--- src/rtl/tipi_serial_pkg.sv ---
// Shared types and constants for the TI<->Pi serial registers.
// Holds the transmit FSM state type, default data width and counter-width helper.
package tipi_serial_pkg;

  localparam int unsigned DefaultWidth = 8;

  typedef enum logic [0:0] {
    StEmpty = 1'b0,
    StShift = 1'b1
  } tx_state_e;

  // Bit counter must be able to hold WIDTH itself without wrapping.
  function automatic int unsigned bitcnt_width(input int unsigned width);
    return $clog2(width + 1);
  endfunction

endpackage

--- src/rtl/sync_edge_detect.sv ---
// Multi-flop synchronizer with a registered rising-edge detector per bit.
// sync_o is delayed one extra flop so it lines up with rise_o for sampling.
module sync_edge_detect #(
  parameter int unsigned Stages = 2,
  parameter int unsigned Width  = 1
) (
  input  logic             clk_i,
  input  logic             rst_ni,
  input  logic [Width-1:0] d_i,
  output logic [Width-1:0] sync_o,
  output logic [Width-1:0] rise_o
);

  logic [Width-1:0] chain_d [Stages+1];
  logic [Width-1:0] chain_q [Stages+1];
  logic [Width-1:0] rise_d;
  logic [Width-1:0] rise_q;

  always_comb begin
    chain_d[0] = d_i;
    for (int unsigned i = 1; i <= Stages; i++) begin
      chain_d[i] = chain_q[i-1];
    end
    rise_d = chain_q[Stages-1] & ~chain_q[Stages];
  end

  always_ff @(posedge clk_i or negedge rst_ni) begin
    if (!rst_ni) begin
      for (int unsigned i = 0; i <= Stages; i++) begin
        chain_q[i] <= '0;
      end
      rise_q <= '0;
    end else begin
      for (int unsigned i = 0; i <= Stages; i++) begin
        chain_q[i] <= chain_d[i];
      end
      rise_q <= rise_d;
    end
  end

  assign sync_o = chain_q[Stages];
  assign rise_o = rise_q;

endmodule

--- src/rtl/tipi_byte_serializer.sv ---
// TI->Pi parallel-in/serial-out transmit register, MSB (bit 0) shifted first.
// Define TIPI_TX_PARITY_EN to build the registered XOR-parity output.
module tipi_byte_serializer
  import tipi_serial_pkg::*;
#(
  parameter int unsigned WIDTH       = DefaultWidth,
  parameter int unsigned SYNC_STAGES = 2
) (
  input  logic             clk,
  input  logic             reset_n,
  input  logic             load,
  input  logic [0:WIDTH-1] din,
  input  logic             clear,
  input  logic             sclk,
  input  logic             select,
  input  logic             le,
  output logic             full,
  output logic             busy,
  output logic             done,
  output logic             dout,
  output logic             parity,
  output logic             overrun,
  output logic             underrun
);

  localparam int unsigned     CntW    = bitcnt_width(WIDTH);
  localparam logic [CntW-1:0] LastBit = CntW'(WIDTH - 1);

  // Synchronized Pi-side controls
  logic       sclk_rise;
  logic [1:0] ctrl_sync;
  logic       sel_s;
  logic       le_s;
  logic       shift_ev;
  logic       unused_sclk_sync;
  logic [1:0] unused_ctrl_rise;

  sync_edge_detect #(
    .Stages (SYNC_STAGES),
    .Width  (1)
  ) u_sclk_sync (
    .clk_i  (clk),
    .rst_ni (reset_n),
    .d_i    (sclk),
    .sync_o (unused_sclk_sync),
    .rise_o (sclk_rise)
  );

  sync_edge_detect #(
    .Stages (SYNC_STAGES),
    .Width  (2)
  ) u_ctrl_sync (
    .clk_i  (clk),
    .rst_ni (reset_n),
    .d_i    ({select, le}),
    .sync_o (ctrl_sync),
    .rise_o (unused_ctrl_rise)
  );

  assign sel_s    = ctrl_sync[1];
  assign le_s     = ctrl_sync[0];
  assign shift_ev = sclk_rise & sel_s;

  // State
  tx_state_e        state_d, state_q;
  logic [0:WIDTH-1] shifter_d, shifter_q;
  logic [0:WIDTH-1] hold_d, hold_q;
  logic [CntW-1:0]  bitcnt_d, bitcnt_q;
  logic             full_d, full_q;
  logic             done_d, done_q;
  logic             overrun_d, overrun_q;
  logic             underrun_d, underrun_q;
  logic             xfer;
  logic             underrun_set;
  logic             overrun_set;

  // Shift FSM: an le event (re)starts a transfer from either state.
  always_comb begin
    state_d      = state_q;
    shifter_d    = shifter_q;
    bitcnt_d     = bitcnt_q;
    done_d       = 1'b0;
    xfer         = 1'b0;
    underrun_set = 1'b0;
    if (shift_ev) begin
      if (le_s) begin
        if (full_q) begin
          shifter_d = hold_q;
          bitcnt_d  = '0;
          state_d   = StShift;
          xfer      = 1'b1;
        end else begin
          shifter_d    = '0;
          state_d      = StEmpty;
          underrun_set = 1'b1;
        end
      end else begin
        shifter_d = {shifter_q[1:WIDTH-1], 1'b0};
        if (state_q == StShift) begin
          bitcnt_d = bitcnt_q + CntW'(1);
          if (bitcnt_q == LastBit) begin
            state_d = StEmpty;
            done_d  = 1'b1;
          end
        end
      end
    end
  end

  // Holding register and sticky flags; a set beats a simultaneous clear.
  always_comb begin
    hold_d      = hold_q;
    full_d      = full_q;
    overrun_d   = overrun_q;
    underrun_d  = underrun_q;
    overrun_set = 1'b0;
    if (xfer) begin
      full_d = 1'b0;
    end
    if (load) begin
      if (!full_q || xfer) begin
        hold_d = din;
        full_d = 1'b1;
      end else begin
        overrun_set = 1'b1;
      end
    end
    if (clear) begin
      overrun_d  = 1'b0;
      underrun_d = 1'b0;
    end
    if (overrun_set) begin
      overrun_d = 1'b1;
    end
    if (underrun_set) begin
      underrun_d = 1'b1;
    end
  end

  always_ff @(posedge clk or negedge reset_n) begin
    if (!reset_n) begin
      state_q    <= StEmpty;
      shifter_q  <= '0;
      hold_q     <= '0;
      bitcnt_q   <= '0;
      full_q     <= 1'b0;
      done_q     <= 1'b0;
      overrun_q  <= 1'b0;
      underrun_q <= 1'b0;
    end else begin
      state_q    <= state_d;
      shifter_q  <= shifter_d;
      hold_q     <= hold_d;
      bitcnt_q   <= bitcnt_d;
      full_q     <= full_d;
      done_q     <= done_d;
      overrun_q  <= overrun_d;
      underrun_q <= underrun_d;
    end
  end

`ifdef TIPI_TX_PARITY_EN
  logic parity_q;

  always_ff @(posedge clk or negedge reset_n) begin
    if (!reset_n) begin
      parity_q <= 1'b0;
    end else begin
      parity_q <= ^shifter_d;
    end
  end

  assign parity = parity_q;
`else
  assign parity = 1'b0;
`endif

  assign full     = full_q;
  assign busy     = (state_q == StShift);
  assign done     = done_q;
  assign dout     = shifter_q[0];
  assign overrun  = overrun_q;
  assign underrun = underrun_q;

endmodule

--- config.mk ---
export PLATFORM = sky130hd
export DESIGN_NAME = tipi_byte_serializer
export DESIGN_NICKNAME = d
export VERILOG_FILES = /design/src/rtl/tipi_serial_pkg.sv /design/src/rtl/sync_edge_detect.sv /design/src/rtl/tipi_byte_serializer.sv
export SDC_FILE = /design/constraint.sdc
export NUM_CORES = 1
export LEC_CHECK = 0
export CORE_ASPECT_RATIO = 0.7
export CORE_UTILIZATION = 49
export CTS_BUF_LIST = sky130_fd_sc_hd__clkbuf_8
export CTS_CLUSTER_DIAMETER = 100
export DETAILED_ROUTE_END_ITERATION = 10
export GPL_TIMING_DRIVEN = 0
export PLACE_DENSITY_LB_ADDON = 0.12
export SLEW_MARGIN = 15
export SYNTH_ARGS = -nofsm -noshare
export SYNTH_HDL_FRONTEND = slang
export SYNTH_SLANG_ARGS = --single-unit
--- constraint.sdc ---
create_clock -name clk -period 1.26 [get_ports clk]
set_clock_uncertainty 0.05 [all_clocks]
set_input_delay 0.252 -clock clk [delete_from_list [all_inputs] [get_ports clk]]
set_output_delay 0.252 -clock clk [all_outputs]
set_load 0.01 [all_outputs]
==> flow_summary.toml, run 1 <==
[setup_path]
worstSetupEndpointType = "flip-flop"
arrival_ps = 1470
cp_max_fo = 8
startpoint_type = "flip-flop"
crit_required_ps = 1380
worstSetupPathType = "reg2reg"

[global_routing]
grt_pass1_vias = 908
antenna_found_initial = 0
grt_max_degree = 36
grtUsageTotal = 0.197
overflow = 0
grt_pass1_wl_um = 4130

[logic_synthesis]
yosys-top-cells-area = "dfrtp_1, mux2_2, a22oi_1"
yosysWarningCount = 0
syn_avg_cell_area_um2 = 13.1
syn_area_um2 = 1370
synth-seq-area-share = 0.638
synth_nets = 121
netlist_instances = 105
yosysTopAreaCell = "dfrtp_1"
ys_seq_elements = 35
yosysTopAreaCellShare = 0.638
ys_types = 32

[run_status]
status = "finished, violations left"
violations = "hold timing, setup timing"

[floorplan]
die_y_um = 46.3
io_pins = 22
dieArea_um2 = 3020
coreArea_um2 = 2550
rows = 15
start_util = 0.538
die_w_um = 65.3

[drt]
finalWirelength_um = 2640
ant_nets = 0
vias_per_cell = 5.42
drt_pass1_iterations = 4
num_vias = 964
wl_per_cell_um = 14.9
route.detailed.drc = 0
drt-initial-drc-count = 58

[sta]
rsz0062_at_grt = "yes"
holdWs_ps = -18.1
fmax_mhz = 741
fin_crit_ps = 1350
setup_slack_ps = -88.8
slew_headroom = 0.495
fin_crit_sh = 1.07
tightest_slew_ps = 757
slew_viol_final = 0
setup_viol = 16
report.final.hold_viol_count = 35

[min_path]
hold_path.class = "in2async"

[pwr]
p_leak_nw = 0.825
p_per_area_nw_per_um2 = 1580
irDropWorstVdd_v = 0.000945

[cts]
cts_buffers = 5
clock_tree.root_cell = "clkbuf_8"
path_clk_slew_ps = 70
insertion_delay_ps = 290
cts_tree = "built"
cts_max_path_buffers = 2
cts.htree.levels = 2
ctsHoldBuffers = 0
numClockSinks = 35

[place]
dp_cells = 159
dp_hpwl_um = 1590
gp_congestion = 0.722
port_buffers = 20
dp_slack_ps = -404

[final_layout]
area_growth_pct = 34.2
multi_input_area_um2 = 508
fillers = 192
register_area_um2 = 878
layout_commonest_cell = "dfrtp_1"
fin_nets = 159
drive_gt1_frac = 0.299
final_cell_mix = "dfrtp_1, clkdlybuf4s50_1, nand2_1, buf_4"
antennaDiodeCount = 0
final-instance-count-excl-fill = 178

[flow_run]
maxCapViolCount = 0
stage by stage:
step | TNS [ps] | cell area, um2 | hold slack (ps) | total power [mW] | utilization
3_3_place_gp | -32090 | 1620 | 284 | 2.01 | 0.633
6_report | -741 | 1840 | -18.1 | 2.91 | 0.723
2_1_floorplan | -468 | 1370 | -93.6 | 1.83 | -
3_5_place_dp | -4170 | 1610 | 287 | 2.05 | 0.631
5_1_grt | -1690 | 1840 | 51.4 | 3.05 | 0.723
4_1_cts | -684 | 1800 | 3.28 | 2.88 | 0.704
kinds of logic after synthesis:
kind of cell | after synthesis | share of synthesized area
AND/OR/NAND/NOR | 25 | 0.108
buffers and inverters | 7 | 0.0282
adder cells (fa/ha/maj) | 1 | 0.00911
multiplexers | 9 | 0.0729
flip-flops | 35 | 0.638
other | 1 | 0.00273
AO/OA/AOI/OAI | 27 | 0.141
worst paths after layout:
check	startpoint	endpoint	slack [ps]	depth (start not counted)
min	reset_n	bitcnt_q[1]	-20	1
min reg2reg	u_ctrl_sync.chain_d[1]	u_ctrl_sync.sync_o[1]	300	0
min in group clk	u_ctrl_sync.chain_d[1]	u_ctrl_sync.sync_o[1]	300	0
max	full	hold_q[3]	-90	4
max in group asynchronous	reset_n	full	650	1
max reg2reg	full	hold_q[3]	-90	4
where the power goes:
part / switching (mW) / internal (mW) / total [mW]
clock network: 0.381 / 0.371 / 0.752
registers: 0.154 / 1.35 / 1.50
logic: 0.262 / 0.391 / 0.653
critical path, cell delays in order (launching register included):
cell and delay, ps:
dfrtp_2 420, buf_6 140, a21boi_4 160, buf_12 150
mux2_4 300
flip-flops by register name (all words and copies together), names as in the netlist:
name,cells
u_sclk_sync.sync_o,1
shifter_q,8
underrun,1
full,1
u_sclk_sync.rise_o,1
overrun,1
u_ctrl_sync.chain_d,4
hold_q,8
u_sclk_sync.chain_d,2
done,1
bitcnt_q,4
busy,1
u_ctrl_sync.sync_o,2
metal layers:
layer  vias up  GRT usage  wire length (um)
li1        457          -                 -
met1       477      0.249              1190
met2        22      0.293              1260
met3         8     0.0594               131
met4         0      0.143                68
met5         -          0                 0
repair_timing:
action	4_1_cts	5_1_grt
endpoints found under the setup margin	27	25
cloned	0	0
buffers inserted	7	5
resized for setup	24	7
pin swaps	2	1
cell usage after synthesis:
| cell type | count |
|---|---|
| clkbuf_1 | 1 |
| a31oi_1 | 1 |
| mux2i_1 | 1 |
| nand4_1 | 1 |
| o21ai_1 | 2 |
| nand3_1 | 3 |
| clkinv_1 | 1 |
| a21o_2 | 1 |
| nor2b_1 | 2 |
| buf_4 | 1 |
| dfrtp_1 | 35 |
| a221o_1 | 2 |
| nor3b_1 | 1 |
| and3b_1 | 1 |
| o22ai_1 | 1 |
| inv_1 | 2 |
| a22oi_1 | 7 |
| o2bb2ai_1 | 1 |
| buf_2 | 1 |
| and2_2 | 1 |
| and2_1 | 1 |
| nor4_1 | 2 |
| a22o_1 | 2 |
| nand3_4 | 1 |
| nand2_1 | 10 |
| ha_1 | 1 |
| o21ai_0 | 9 |
| mux2_2 | 8 |
| buf_6 | 1 |
| conb_1 | 1 |
| and2b_2 | 2 |
| a21boi_4 | 1 |
final cells by class:
type                    count  area share
plain buffers               3      0.0129
clock buffers               5      0.0373
clock inverters             3     0.00678
inverters                   3     0.00611
multi-input cells          63       0.275
flip-flops and latches     35       0.476
well taps                  34      0.0231
repair buffers             32       0.162
No activity file was read; power rests on OpenSTA's default activity.
==> run 2, diff against run 1 <==
- SYNTH_HIERARCHICAL: default -> 1
==> flow_summary.toml, run 2 <==
[run_status]
status = "finished, violations left"
violations = "setup timing"

[floorplan]
start_util = 0.538
io_pins = 22
dieArea_um2 = 3020
coreArea_um2 = 2550
die_y_um = 46.3
rows = 15
die_w_um = 65.3

[sta]
fin_crit_sh = 1.04
setup_viol = 11
setup_slack_ps = -53.2
rsz0062_at_grt = "yes"
fin_crit_ps = 1310
report.final.hold_viol_count = 0
slew_viol_final = 0
fmax_mhz = 762

[global_routing]
grt_pass1_vias = 983
grt_pass1_wl_um = 4450
grtUsageTotal = 0.218
grt_max_degree = 36
antenna_found_initial = 0
overflow = 0

[final_layout]
largestRegisters = "hold_q: 8 flops, shifter_q: 8 flops"
fin_nets = 166
layout_commonest_cell = "dfrtp_1"
final-instance-count-excl-fill = 185
area_growth_pct = 40.0
antennaDiodeCount = 0
final_cell_mix = "dfrtp_1, buf_4, clkdlybuf4s50_1"
drive_gt1_frac = 0.311

[setup_path]
worstSetupEndpointType = "flip-flop"
worstSetupPathType = "reg2reg"
r2r-start = "full"
cp_max_fo = 5
startpoint_type = "flip-flop"
arrival_ps = 1440
crit_required_ps = 1390
crit_start = "full"

[place]
gp_congestion = 0.743
port_buffers = 20
dp_hpwl_um = 1710
dp_cells = 161

[drt]
num_vias = 999
ant_nets = 0
finalWirelength_um = 2860
route.detailed.drc = 0
drt_pass1_iterations = 4
wl_per_cell_um = 15.4
vias_per_cell = 5.40
drt-initial-drc-count = 52

[pwr]
power.total_mw = 3.10
p_leak_nw = 0.861
p_per_area_nw_per_um2 = 1610
irDropWorstVdd_v = 0.000867

[cts]
insertion_delay_ps = 290
cts_tree = "built"
path_clk_slew_ps = 70
cts_buffers = 5
cts.htree.levels = 2
clock_tree.root_cell = "clkbuf_8"
numClockSinks = 35
cts_max_path_buffers = 2

[logic_synthesis]
syn_area_um2 = 1370
yosysWarningCount = 6
syn_avg_cell_area_um2 = 12.8
netlist_instances = 107
synth_nets = 123

[min_path]
hold_path.class = "reg2reg"
worstHoldStart = "u_sclk_sync/chain_d[1]"

[flow_run]
maxCapViolCount = 0
==> run 2: changes by cell type in the layout (fill, tap and decap cells not counted), sizes merged <==
cell,change
a21oi,+1
nor2b,+2
dlygate4sd2,-1
a22oi,-1
dlygate4sd3,+1
and2b,-2
and3,+1
buf,+4
clkbuf,+2
clkdlybuf4s15,+2
clkinv,-2
==> run 2: routing by layer <==
metal / part of all wire / wire, um / track usage / up-vias
li1: - / - / - / 464
met1: 0.42 / 1200 / 0.257 / 502
met2: 0.51 / 1450 / 0.361 / 28
met3: 0.057 / 164 / 0.0594 / 5
met4: 0.013 / 37 / 0.139 / 0
met5: 0 / 0 / 0 / -
==> run 2: area by class of cell <==
type	instances	area [um2]
sequential	35	877
fill	176	629
multi-input combinational	64	514
timing repair buffer	36	328
clock buffer	7	96.3
buffer	5	42.5
tap	34	42.5
inverter	3	18.8
clock inverter	1	3.75
==> run 2: path summary, 6_finish.rpt <==
check | cells after the start | slack [ps] | to
setup / recovery | 4 | -50 | hold_q[3]
hold / removal | 0 | 290 | u_sclk_sync/chain_d[0]
setup reg to reg | 4 | -50 | hold_q[3]
hold reg to reg | 0 | 290 | u_sclk_sync/chain_d[0]
max in group asynchronous | 2 | 390 | busy
min in group asynchronous | 2 | 430 | u_sclk_sync/chain_d[0]
==> run 2: timing repair <==
item                       CTS  global route
setup buffers                8             7
gates resized for setup     30            10
setup endpoints to repair   27            22
hold buffers                 1             0
pin swaps                    2             3
hold endpoints to repair     1             0
==> run 2: worst max-delay path, stage by stage (launching register included) <==
cell and delay [ps]:
dfrtp_1 400, buf_6 140, a21boi_4 170, buf_6 150
mux2_4 300
==> run 2: power by group <==
group	switching [mW]	internal [mW]
registers	0.156	1.35
logic	0.285	0.424
clock network	0.394	0.490
==> run 2: per-stage QoR <==
stage	util	TNS, ps	setup slack [ps]	area (um2)	hold slack [ps]
global placement	0.636	-30510	-776	1620	282
detailed placement	0.634	-4110	-425	1620	286
CTS	0.721	-417	-58.3	1840	296
global route	0.753	-1270	-103	1920	299
floorplan	-	-429	-53.6	1380	-93.6
finish	0.753	-430	-53.2	1920	293
==> run 3, diff against run 2 <==
- CORE_MARGIN: default -> 4
==> flow_summary.toml, run 3 (synthesized netlist as in run 2, its figures left out) <==
[run_status]
status = "finished, violations left"
violations = "hold timing, setup timing"

[floorplan]
rows = 15
io_pins = 22
die_y_um = 52.3
start_util = 0.534
coreArea_um2 = 2570
dieArea_um2 = 3730
die_w_um = 71.3

[global_routing]
overflow = 0
grtUsageTotal = 0.161
met2_usage = 0.252
use_met1 = 0.202
met3_usage = 0.0575
grt_pass1_wl_um = 4510
grt_pass1_vias = 957
antenna_found_initial = 0
grt_max_degree = 36
grt-busiest-layer = "met2"

[setup_path]
crit_family = "flip-flops"
worstSetupPathType = "reg2reg"
r2r_cells = 4
arrival_ps = 1450
r2r-start = "full"
startpoint_type = "flip-flop"
worst_path_max_delay_cell = "dfrtp_1"
r2r-end = "hold_q[3]"
path_depth = 4
worstSetupEndpointType = "flip-flop"
critPathMaxStageDelay_ps = 390
path_cells = "buf_6 -> a21boi_4 -> buf_6 -> mux2_4"
reg2reg_slack_ps = -70
critPathMostFrequentCell = "buf_6"
cp_max_fo = 7
path_buf_inv = 2
crit_required_ps = 1380

[sta]
setup_slack_ps = -72.4
holdWs_ps = -13.4
fmax_mhz = 751
tightest_slew_ps = 759
rsz0062_at_grt = "yes"
setup_tns_ps = -568
slew_viol_final = 0
fin_crit_ps = 1330
report.final.hold_viol_count = 35
slew_headroom = 0.494
fin_crit_sh = 1.06
setup_viol = 13

[final_layout]
antennaDiodeCount = 0
largestRegisters = "hold_q: 8 flops, shifter_q: 8 flops"
final_cell_mix = "dfrtp_1, clkdlybuf4s50_1, buf_4"
layout_commonest_cell = "dfrtp_1"
drive_gt1_frac = 0.320
area_growth_pct = 38.8
fin_nets = 162

[cts]
insertion_delay_ps = 280
cts_tree = "built"
clock_tree.root_cell = "clkbuf_8"
path_clk_slew_ps = 70
cts_max_path_buffers = 2
numClockSinks = 35
cts_buffers = 5
cts.htree.levels = 2

[pwr]
p_int_mw = 2.38
p_per_area_nw_per_um2 = 1690
p_leak_nw = 0.849
clockPowerShare = 0.320
switching_power_mw = 0.829
sequentialPowerShare = 0.468
p_sw_frac = 0.258
comb_power_share = 0.211
irDropWorstVdd_v = 0.00102

[place]
gp_congestion = 0.739
port_buffers = 20
dp_hpwl_um = 1700

[drt]
num_vias = 990
finalWirelength_um = 2820
vias_per_cell = 5.47
wl_per_cell_um = 15.6
route.detailed.drc = 0
drt-initial-drc-count = 55
drt_pass1_iterations = 4
ant_nets = 0

[min_path]
hold_path.class = "in2async"

[flow_run]
maxCapViolCount = 0
## run 3: cell count changes in the layout (fill, tap and decap cells not counted), sizes merged
cell / change
buf: -1
bufinv: +1
clkbuf: -2
clkdlybuf4s15: -2
clkinv: +1
clkinvlp: +1
dlygate4sd2: +1
dlygate4sd3: -1
inv: -2
## run 3: worst max-delay path by stage
| stage | from | end | slack, ps |
|---|---|---|---|
| 5_1_grt | u_ctrl_sync/sync_o[0] | shifter_q[6] | -140 |
| 6_report | full | hold_q[3] | -70 |
| 2_1_floorplan | full | hold_q[0] | -50 |
| 3_3_place_gp | reset_n | shifter_q[0] | -780 |
| 4_1_cts | u_ctrl_sync/sync_o[1] | hold_q[3] | -130 |
| 3_5_place_dp | load | hold_q[3] | -400 |
## run 3: repair_timing
| item | 4_1_cts | 5_1_grt |
|---|---|---|
| buffers inserted | 3 | 9 |
| endpoints found under the hold margin | 0 | 0 |
| gates resized for setup | 14 | 30 |
| setup endpoints to repair | 27 | 22 |
| pin swaps | 1 | 2 |
| hold buffers | 0 | 0 |
## run 3: per-stage QoR
| step | util | instance area, um2 | setup slack, ps | std cells | power, mW |
|---|---|---|---|---|---|
| after CTS | 0.688 | 1770 | -135 | 172 | 3.10 |
| final | 0.742 | 1910 | -72.4 | 181 | 3.21 |
| after global placement | 0.631 | 1620 | -780 | 161 | 2.00 |
| after floorplan | - | 1380 | -53.6 | 107 | 1.83 |
| after detailed placement | 0.629 | 1620 | -403 | 161 | 2.05 |
| after global routing | 0.742 | 1910 | -145 | 181 | 3.36 |
## run 3: layer usage
metal | share of wire | wire (um)
met3 | 0.065 | 184
met1 | 0.43 | 1220
met2 | 0.48 | 1360
met5 | 0 | 0
met4 | 0.018 | 51
## run 3: power groups by stage
stage	Clock [mW]	Combinational [mW]	Sequential [mW]
3_3_place_gp	0	0.486	1.52
2_1_floorplan	0	0.337	1.50
3_5_place_dp	0	0.516	1.53
4_1_cts	1.05	0.549	1.50
5_1_grt	1.09	0.738	1.54
6_report	1.03	0.679	1.51
## run 3: worst reg2reg max path: cells and delay by family (launching register included)
| kind | cells | cell delay (ps) |
|---|---|---|
| flops | 1 | 390 |
| buf+inv | 2 | 290 |
| compound gates | 1 | 170 |
| mux | 1 | 310 |
## run 3: area by class of cell
class                           instances  area [um2]
Sequential cell                        35         880
Fill cell                             155         664
Multi-Input combinational cell         64         513
Timing Repair Buffer                   32         293
Clock buffer                            6        82.6
Buffer                                  5        46.3
Tap cell                               34        42.5
Clock inverter                          2        35.0
Inverter                                3        15.0
